## config.mk

```make
export PLATFORM = sky130hd
export DESIGN_NAME = mux_nx1_scan_flat
export DESIGN_NICKNAME = d
export VERILOG_FILES = /design/src/rtl/mux_nx1_scan_if.sv /design/src/rtl/mux_nx1_scan.sv /design/src/flat_wrapper.sv
export SDC_FILE = /design/constraint.sdc
export NUM_CORES = 1
export LEC_CHECK = 0
export CAP_MARGIN = 40
export CORE_AREA = 5 5 42 44
export DETAILED_ROUTE_END_ITERATION = 10
export DIE_AREA = 0 0 47 49
export REMOVE_ABC_BUFFERS = 1
export SLEW_MARGIN = 0
export SYNTH_ARGS = -nofsm -noshare
export SYNTH_HDL_FRONTEND = slang
export SYNTH_SLANG_ARGS = --single-unit
```

## constraint.sdc

```tcl
create_clock -name clk -period 4.45 [get_ports clk]
set_clock_uncertainty 0.1 [all_clocks]
set_input_delay 0.6675 -clock clk [delete_from_list [all_inputs] [get_ports clk]]
set_output_delay 0.6675 -clock clk [all_outputs]
set_load 0.02 [all_outputs]
```

## src/rtl/mux_nx1_scan_if.sv

```systemverilog
// mux_nx1_scan_if: signal bundle for the registered N-to-1 scanning mux.
//   din        packed channels, channel k = din[k*WIDTH +: WIDTH]
//   sel        manual channel select
//   mode       0 = manual, 1 = auto-scan
//   hold       freezes auto-scan (ignored in manual mode)
//   dout       registered selected channel data
//   cur_sel    channel currently applied to dout
//   dout_valid dout holds meaningful data (set after reset release)
//   sel_err    one-cycle pulse: manual select out of range
//   scan_wrap  one-cycle pulse: auto-scan wrapped back to channel 0
// master drives the select/data inputs; slave is the mux itself.
interface mux_nx1_scan_if #(
  parameter int unsigned CHANNELS = 4,
  parameter int unsigned WIDTH    = 1,
  parameter int unsigned SEL_W    = 2
);
  logic [CHANNELS*WIDTH-1:0] din;
  logic [SEL_W-1:0]          sel;
  logic                      mode;
  logic                      hold;
  logic [WIDTH-1:0]          dout;
  logic [SEL_W-1:0]          cur_sel;
  logic                      dout_valid;
  logic                      sel_err;
  logic                      scan_wrap;

  modport master (
    output din, sel, mode, hold,
    input  dout, cur_sel, dout_valid, sel_err, scan_wrap
  );

  modport slave (
    input  din, sel, mode, hold,
    output dout, cur_sel, dout_valid, sel_err, scan_wrap
  );
endinterface

```

## src/rtl/mux_nx1_scan.sv

```systemverilog
// mux_nx1_scan: registered N-to-1 channel multiplexer with manual and
// auto-scan selection.
//   clk    rising-edge clock
//   rst_n  synchronous active-low reset
//   bus    mux_nx1_scan_if.slave (din/sel/mode/hold in; dout/cur_sel/
//          dout_valid/sel_err/scan_wrap out)
// dout and cur_sel are loaded from the same next_sel on the same edge, so
// the two always refer to the same channel. Status pulses are registered
// alongside them and describe the transition that just happened.
module mux_nx1_scan #(
  parameter int unsigned CHANNELS = 4,
  parameter int unsigned WIDTH    = 1,
  parameter int unsigned DWELL    = 16,
  parameter int unsigned SEL_W    = 2
) (
  input  logic           clk,
  input  logic           rst_n,
  mux_nx1_scan_if.slave  bus
);

  localparam int unsigned CNT_W = (DWELL > 1) ? $clog2(DWELL) : 1;
  localparam logic [CNT_W-1:0] CNT_LAST = CNT_W'(DWELL - 1);
  localparam logic [SEL_W-1:0] SEL_LAST = SEL_W'(CHANNELS - 1);

  logic [SEL_W-1:0] cur_sel_q, next_sel;
  logic [CNT_W-1:0] cnt_q, next_cnt;
  logic [WIDTH-1:0] dout_q, next_dout;
  logic             valid_q;
  logic             err_q, next_err;
  logic             wrap_q, next_wrap;

  // Select / counter next-state
  always_comb begin
    next_sel  = cur_sel_q;
    next_cnt  = '0;
    next_err  = 1'b0;
    next_wrap = 1'b0;
    if (!bus.mode) begin
      if (32'(bus.sel) < CHANNELS) begin
        next_sel = bus.sel;
      end else begin
        next_err = 1'b1;
      end
    end else if (bus.hold) begin
      next_cnt = cnt_q;
    end else if (cnt_q != CNT_LAST) begin
      next_cnt = cnt_q + 1'b1;
    end else if (cur_sel_q == SEL_LAST) begin
      // Wrap at CHANNELS-1, not at the select field's natural rollover
      next_sel  = '0;
      next_wrap = 1'b1;
    end else begin
      next_sel = cur_sel_q + 1'b1;
    end
  end

  // Data select: explicit compare per channel keeps out-of-range indices
  // from producing X; next_sel is always in range anyway.
  always_comb begin
    next_dout = '0;
    for (int unsigned k = 0; k < CHANNELS; k++) begin
      if (32'(next_sel) == k) begin
        next_dout = bus.din[k*WIDTH +: WIDTH];
      end
    end
  end

  always_ff @(posedge clk) begin
    if (!rst_n) begin
      cur_sel_q <= '0;
      cnt_q     <= '0;
      dout_q    <= '0;
      valid_q   <= 1'b0;
      err_q     <= 1'b0;
      wrap_q    <= 1'b0;
    end else begin
      cur_sel_q <= next_sel;
      cnt_q     <= next_cnt;
      dout_q    <= next_dout;
      valid_q   <= 1'b1;
      err_q     <= next_err;
      wrap_q    <= next_wrap;
    end
  end

  assign bus.dout       = dout_q;
  assign bus.cur_sel    = cur_sel_q;
  assign bus.dout_valid = valid_q;
  assign bus.sel_err    = err_q;
  assign bus.scan_wrap  = wrap_q;

endmodule

```

## src/flat_wrapper.sv

```systemverilog
// flat-port wrapper written by rule: the top's interface ports become plain ports
module mux_nx1_scan_flat 
#(
  parameter int unsigned CHANNELS = 4,
  parameter int unsigned WIDTH    = 1,
  parameter int unsigned DWELL    = 16,
  parameter int unsigned SEL_W    = 2
)
  (clk, rst_n, bus_din, bus_sel, bus_mode, bus_hold, bus_dout, bus_cur_sel, bus_dout_valid, bus_sel_err, bus_scan_wrap);
  mux_nx1_scan_if #(.CHANNELS(CHANNELS), .WIDTH(WIDTH), .SEL_W(SEL_W)) bus_i ();
  input  logic clk;
  input  logic rst_n;
  input wire logic [$bits(bus_i.din)-1:0] bus_din;
  input wire logic [$bits(bus_i.sel)-1:0] bus_sel;
  input wire logic [$bits(bus_i.mode)-1:0] bus_mode;
  input wire logic [$bits(bus_i.hold)-1:0] bus_hold;
  output wire logic [$bits(bus_i.dout)-1:0] bus_dout;
  output wire logic [$bits(bus_i.cur_sel)-1:0] bus_cur_sel;
  output wire logic [$bits(bus_i.dout_valid)-1:0] bus_dout_valid;
  output wire logic [$bits(bus_i.sel_err)-1:0] bus_sel_err;
  output wire logic [$bits(bus_i.scan_wrap)-1:0] bus_scan_wrap;
  assign bus_i.din = bus_din;
  assign bus_i.sel = bus_sel;
  assign bus_i.mode = bus_mode;
  assign bus_i.hold = bus_hold;
  assign bus_dout = bus_i.dout;
  assign bus_cur_sel = bus_i.cur_sel;
  assign bus_dout_valid = bus_i.dout_valid;
  assign bus_sel_err = bus_i.sel_err;
  assign bus_scan_wrap = bus_i.scan_wrap;
  mux_nx1_scan #(.CHANNELS(CHANNELS), .WIDTH(WIDTH), .DWELL(DWELL), .SEL_W(SEL_W)) u_core (.clk(clk), .rst_n(rst_n), .bus(bus_i));
endmodule
```

==> metrics.yaml, run 1 <==
power_and_ir_drop:
  p_leak_uw: 0.0002795
  combPwrFrac_pct: 17.8
  p_switching_uw: 43.33
  swShare_pct: 24.08
  ir_worst_vdd_mv: 0.1332
  seqPwrFrac_pct: 47.8
  clockPowerShare_pct: 34.4
  power_density_nw_per_um2: 294.7
  internal-power_uw: 136.6
logic_synthesis:
  synth-seq-cells: 9
  synth_flop_cell: "dfxtp_1"
  synthArstFlopShare_pct: 0
  synth_seq_area_share_pct: 41.74
  synth_edf_count: 0
  synth_cell_types: 20
  synth_area_um2: 431.7
  synth_cells: 41
  postSynthAreaPerCell_um2: 10.53
  yosysWarnings: 0
placed_design:
  place_area_um2: 584.3
  hpwl_um: 656.8
  gp_congestion: 0.6668
  io_buffers: 14
clock_network:
  post_cts_buffers: 0
  path_clk_slew_ns: 0.06
  cts_tree: "done"
  ctsHoldBuffers: 0
  insertion_delay_ns: 0.26
  ctsResizeCount: 0
  clockRootBuffer: "clkbuf_4"
  htree_levels: 1
  clk_path_buf_depth: 2
  cts_sinks: 9
  cts_buffers: 3
drt:
  via_count: 331
  first_iter_violations: 0
  wl_per_cell_um: 10.80
  drt_wl_total_um: 799
  drt-pass1-iter-count: 1
  drtAntennaViolNets: 0
  drcViolationCount: 0
  via_per_inst: 4.473
worst_setup_path:
  worstPathRequired_ns: 4.50
  r2r_setup_slack_ns: 2.66
  critPathLaunchType: "input pin"
  criticalPathCategory: "in2reg"
  cp-startpoint: "bus_hold"
  r2r-end: "u_core.bus.dout$_SDFF_PN0_"
  r2r_start: "u_core.cnt_q[0]$_SDFFE_PN0N_"
  worstPathArrival_ns: 2.23
  reg2reg_depth: 6
  end_kind: "flip-flop"
  crit_end: "u_core.bus.dout$_SDFF_PN0_"
  path_max_fanout: 5
timing:
  fin_crit_sh_pct: 49.04
  hold_violations: 0
  timing.final.crit_period_ns: 2.182
  setup_viol_count_final: 0
  slew_viol_final: 0
  tns_ns: 0
  grt_setup_unrepaired: "false"
  fmax_mhz: 458.3
status:
  outcome: "complete, no violations"
finish:
  fin_nets: 71
  final_area_um2: 610.6
  final_common_cell: "clkdlybuf4s50_1"
  layout_common_cells: "14 x clkdlybuf4s50_1, 9 x dfxtp_1, 7 x nor2_1"
  diodes: 0
  drive_above_1_share_pct: 13.79
  area_growth_pct: 41.45
  fillers: 152
run:
  drv_cap: 0
floorplan:
  die_x_um: 47
  start_util_pct: 30.80
  rows: 14
  pin_count: 16
  dieHeight_um: 49
  core_area_um2: 1401
  die_area_um2: 2303
grt:
  first_global_vias: 336
  grt-ovfl-total: 0
  grt_pass1_wl_mm: 1.304
  grt_usage_pct: 8.333
  antenna_found_initial: 0
  grt_max_degree: 8
hold_path:
  hold_class: "reg2reg"
  hold_path_depth: 2
==> cell usage after synthesis, types with 2 or more instances <==
cell type  count  area [um2]
xor2_1         2       17.52
nand2_1        3       11.26
dfxtp_1        9       180.2
mux2i_1        3       30.03
nor2_1         7       26.28
nand3_1        2       10.01
ha_1           2       25.02
==> layer usage <==
layer | routed length, um | up-vias | global-route usage, %
met5 | 0 | - | 0
met4 | 16 | 0 | 6.912
met3 | 113 | 2 | 5.904
met2 | 333 | 15 | 10.63
met1 | 334 | 143 | 8.869
li1 | - | 171 | -
==> final cells by class <==
type	count	area (um2)	share of cell area, %
repair buffers	14	140.1	22.95
flip-flops and latches	9	180.2	29.51
multi-input cells	31	244.0	39.96
well taps	16	20.02	3.279
clock buffers	4	26.28	4.303
==> state kept, by name, indices dropped and copies added (netlist names) <==
signal,flops
u_core.cnt_q,4
u_core.bus.cur_sel,2
u_core.bus.dout,1
u_core.bus.dout_valid,1
u_core.bus.scan_wrap,1
==> worst min path at each step <==
stage,slack (ns),from,endpoint
6_report,0.45,u_core.cnt_q[1]$_SDFFE_PN0N_,u_core.cnt_q[1]$_SDFFE_PN0N_
5_1_grt,0.47,u_core.cnt_q[3]$_SDFFE_PN0N_,u_core.bus.scan_wrap$_SDFF_PP0_
4_1_cts,0.46,u_core.cnt_q[1]$_SDFFE_PN0N_,u_core.cnt_q[1]$_SDFFE_PN0N_
3_5_place_dp,0.45,u_core.cnt_q[1]$_SDFFE_PN0N_,u_core.cnt_q[1]$_SDFFE_PN0N_
3_3_place_gp,0.42,u_core.cnt_q[1]$_SDFFE_PN0N_,u_core.cnt_q[1]$_SDFFE_PN0N_
2_1_floorplan,0.39,u_core.cnt_q[1]$_SDFFE_PN0N_,u_core.cnt_q[1]$_SDFFE_PN0N_
==> kinds of logic after synthesis <==
group,Yosys count,synth area share [%]
AND/OR/NAND/NOR,18,26.67
flip-flops,9,41.74
buffers and inverters,1,1.740
XOR/XNOR,3,6.088
other,1,0.8687
multiplexers,4,9.565
adder cells (fa/ha/maj),2,5.796
AO/OA/AOI/OAI,3,7.536
==> through the flow <==
step                      total power, uW  util, %  instances  setup WS (ns)  hold slack, ns
after global placement              120.1    41.70         70          1.989          0.4217
after global routing                191.4    43.57         74          2.185          0.4734
after CTS                           183.8    43.57         74          2.259          0.4619
final                               179.9    43.57         74          2.268          0.4539
after floorplan                     103.2        -         40          2.594          0.3904
after detailed placement            120.2    41.70         70          1.988          0.4481
==> power groups by stage <==
stage / logic, uW / registers (uW) / clock network, uW
floorplan: 12.3 / 90.9 / 0
global placement: 32.0 / 88.0 / 0
detailed placement: 32.3 / 87.8 / 0
CTS: 32.5 / 86.1 / 65.2
global route: 34.7 / 86.3 / 70.4
finish: 32.0 / 86.1 / 61.9
==> worst max-delay path, stage by stage <==
cell and delay [ns]:
clkdlybuf4s50_1 0.49, nand4b_4 0.24, mux2i_1 0.16, a21oi_2 0.20, mux2_1 0.35, o2bb2ai_2 0.12
Power figures use the tool's default switching activity.
==> run 2, diff against run 1 <==
==> constraint.sdc (replaced) <==
create_clock -name clk -period 2.14 [get_ports clk]
set_clock_uncertainty 0.1 [all_clocks]
set_input_delay 0.321 -clock clk [delete_from_list [all_inputs] [get_ports clk]]
set_output_delay 0.321 -clock clk [all_outputs]
set_load 0.02 [all_outputs]
==> metrics.yaml, run 2 (same netlist as run 1, synthesis figures left out) <==
status:
  outcome: "complete, no violations"
clock_network:
  ctsResizeCount: 0  # unchanged
  clk_path_buf_depth: 2  # unchanged
  path_clk_slew_ns: 0.06  # about the same
  post_cts_buffers: 0  # unchanged
  cts_buffers: 3  # unchanged
  htree_levels: 1  # unchanged
  cts_sinks: 9  # unchanged
  cts_tree: "done"
  clockRootBuffer: "clkbuf_4"
  insertion_delay_ns: 0.25  # about the same
  ctsHoldBuffers: 0  # unchanged
finish:
  fillers: 150  # -1.3%
  fin_nets: 72  # +1.4%
  area_growth_pct: 43.19
  final_area_um2: 618.1  # +1.2%
  top_register: "u_core.cnt_q"
  largest_reg_flops: 4  # unchanged
  diodes: 0  # unchanged
  layout_common_cells: "14 x clkdlybuf4s50_1, 9 x dfxtp_1, 7 x nor2_1"
  drive_above_1_share_pct: 15.25  # +1.5 points
  final_common_cell: "clkdlybuf4s50_1"
floorplan:
  dieHeight_um: 49  # unchanged
  core_area_um2: 1401  # unchanged
  pin_count: 16  # unchanged
  die_x_um: 47  # unchanged
  rows: 14  # unchanged
  die_area_um2: 2303  # unchanged
  start_util_pct: 30.80  # unchanged
worst_setup_path:
  end_kind: "flip-flop"
  path_max_fanout: 5  # unchanged
  criticalPathCategory: "reg2reg"
  worstPathArrival_ns: 1.82  # -0.41 ns
  worstPathRequired_ns: 2.19  # -2.31 ns
  critPathLaunchType: "flip-flop"
  reg2reg_depth: 6  # unchanged
drt:
  drtAntennaViolNets: 0  # unchanged
  drt-pass1-iter-count: 1  # unchanged
  via_count: 335  # +1.2%
  wl_per_cell_um: 10.57  # -2.1%
  first_iter_violations: 0  # unchanged
  drt_wl_total_um: 793  # -0.75%
  via_per_inst: 4.467  # -0.14%
  drcViolationCount: 0  # unchanged
run:
  drv_cap: 0  # unchanged
power_and_ir_drop:
  p_leak_uw: 0.0002843  # +1.7%
  power_density_nw_per_um2: 606.5  # +110%
  ir_worst_vdd_mv: 0.2451  # +84%
timing:
  holdWs_ns: 0.4361  # -0.01783 ns
  setup_viol_count_final: 0  # unchanged
  tns_ns: 0  # unchanged
  slew_viol_final: 0  # unchanged
  hold_violations: 0  # unchanged
  grt_setup_unrepaired: "false"
  timing.final.crit_period_ns: 1.775
  fmax_mhz: 563.3
  fin_crit_sh_pct: 82.95
placed_design:
  place_area_um2: 591.8  # +1.3%
  io_buffers: 14  # unchanged
  gp_congestion: 0.6628  # -0.60%
  hpwl_um: 668.2  # +1.7%
grt:
  use_met2_pct: 12.22  # +1.6 points
  grt_max_degree: 8  # unchanged
  grt_usage_pct: 8.527  # +0.19 points
  grt_use_met1_pct: 9.692  # +0.82 points
  first_global_vias: 355  # +5.7%
  met3_usage_pct: 5.166  # -0.74 points
  grt_pass1_wl_mm: 1.373  # +5.3%
  antenna_found_initial: 0  # unchanged
  grt-ovfl-total: 0  # unchanged
  grt.busiest_layer: "met2"
hold_path:
  hold_path_depth: 2  # unchanged
  hold_class: "reg2reg"
run 2: cell types whose count changed in the layout (fill, tap and decap cells not counted), sizes merged:
cell and change:
buf +1
run 2: final timing paths:
check | from | endpoint | slack, ns
worst max-delay path | u_core.cnt_q[0]$_SDFFE_PN0N_ | u_core.bus.dout$_SDFF_PN0_ | 0.36
worst min-delay path | u_core.cnt_q[1]$_SDFFE_PN0N_ | u_core.cnt_q[1]$_SDFFE_PN0N_ | 0.44
worst max register to register | u_core.cnt_q[0]$_SDFFE_PN0N_ | u_core.bus.dout$_SDFF_PN0_ | 0.36
worst min register to register | u_core.cnt_q[1]$_SDFFE_PN0N_ | u_core.cnt_q[1]$_SDFFE_PN0N_ | 0.44
run 2: final cells by class:
| type | count | area (um2) | area share [%] |
|---|---|---|---|
| Sequential cell | 9 | 180.2 | 29.15 |
| Clock buffer | 4 | 26.28 | 4.251 |
| Multi-Input combinational cell | 31 | 244.0 | 39.47 |
| Tap cell | 16 | 20.02 | 3.239 |
| Timing Repair Buffer | 15 | 147.6 | 23.89 |
run 2: stage by stage:
stage	power [uW]	util (%)	setup slack (ns)	cells
after floorplan	214.6	-	0.4429	40
after global placement	251.3	42.23	0.1154	71
after detailed placement	251.2	42.23	0.1011	71
after CTS	384.3	44.11	0.3357	75
after global routing	399.9	44.11	0.2428	75
final	374.9	44.11	0.3648	75
run 2: report_power, final:
group	internal, uW	switching [uW]
Clock	71.7	56.5
Combinational	38.9	29.4
Sequential	174	3.92
run 2: critical path: stages (launching register included):
cell and delay [ns]:
dfxtp_1 0.36, ha_1 0.22, nand4b_4 0.14, mux2i_1 0.16, a21oi_2 0.20, mux2_1 0.36, o2bb2ai_2 0.12
run 2: routing by layer:
layer	part of all wire, %	vias to the layer above
li1	-	174
met1	39	148
met2	48	13
met3	13	0
met4	0	0
met5	0	-
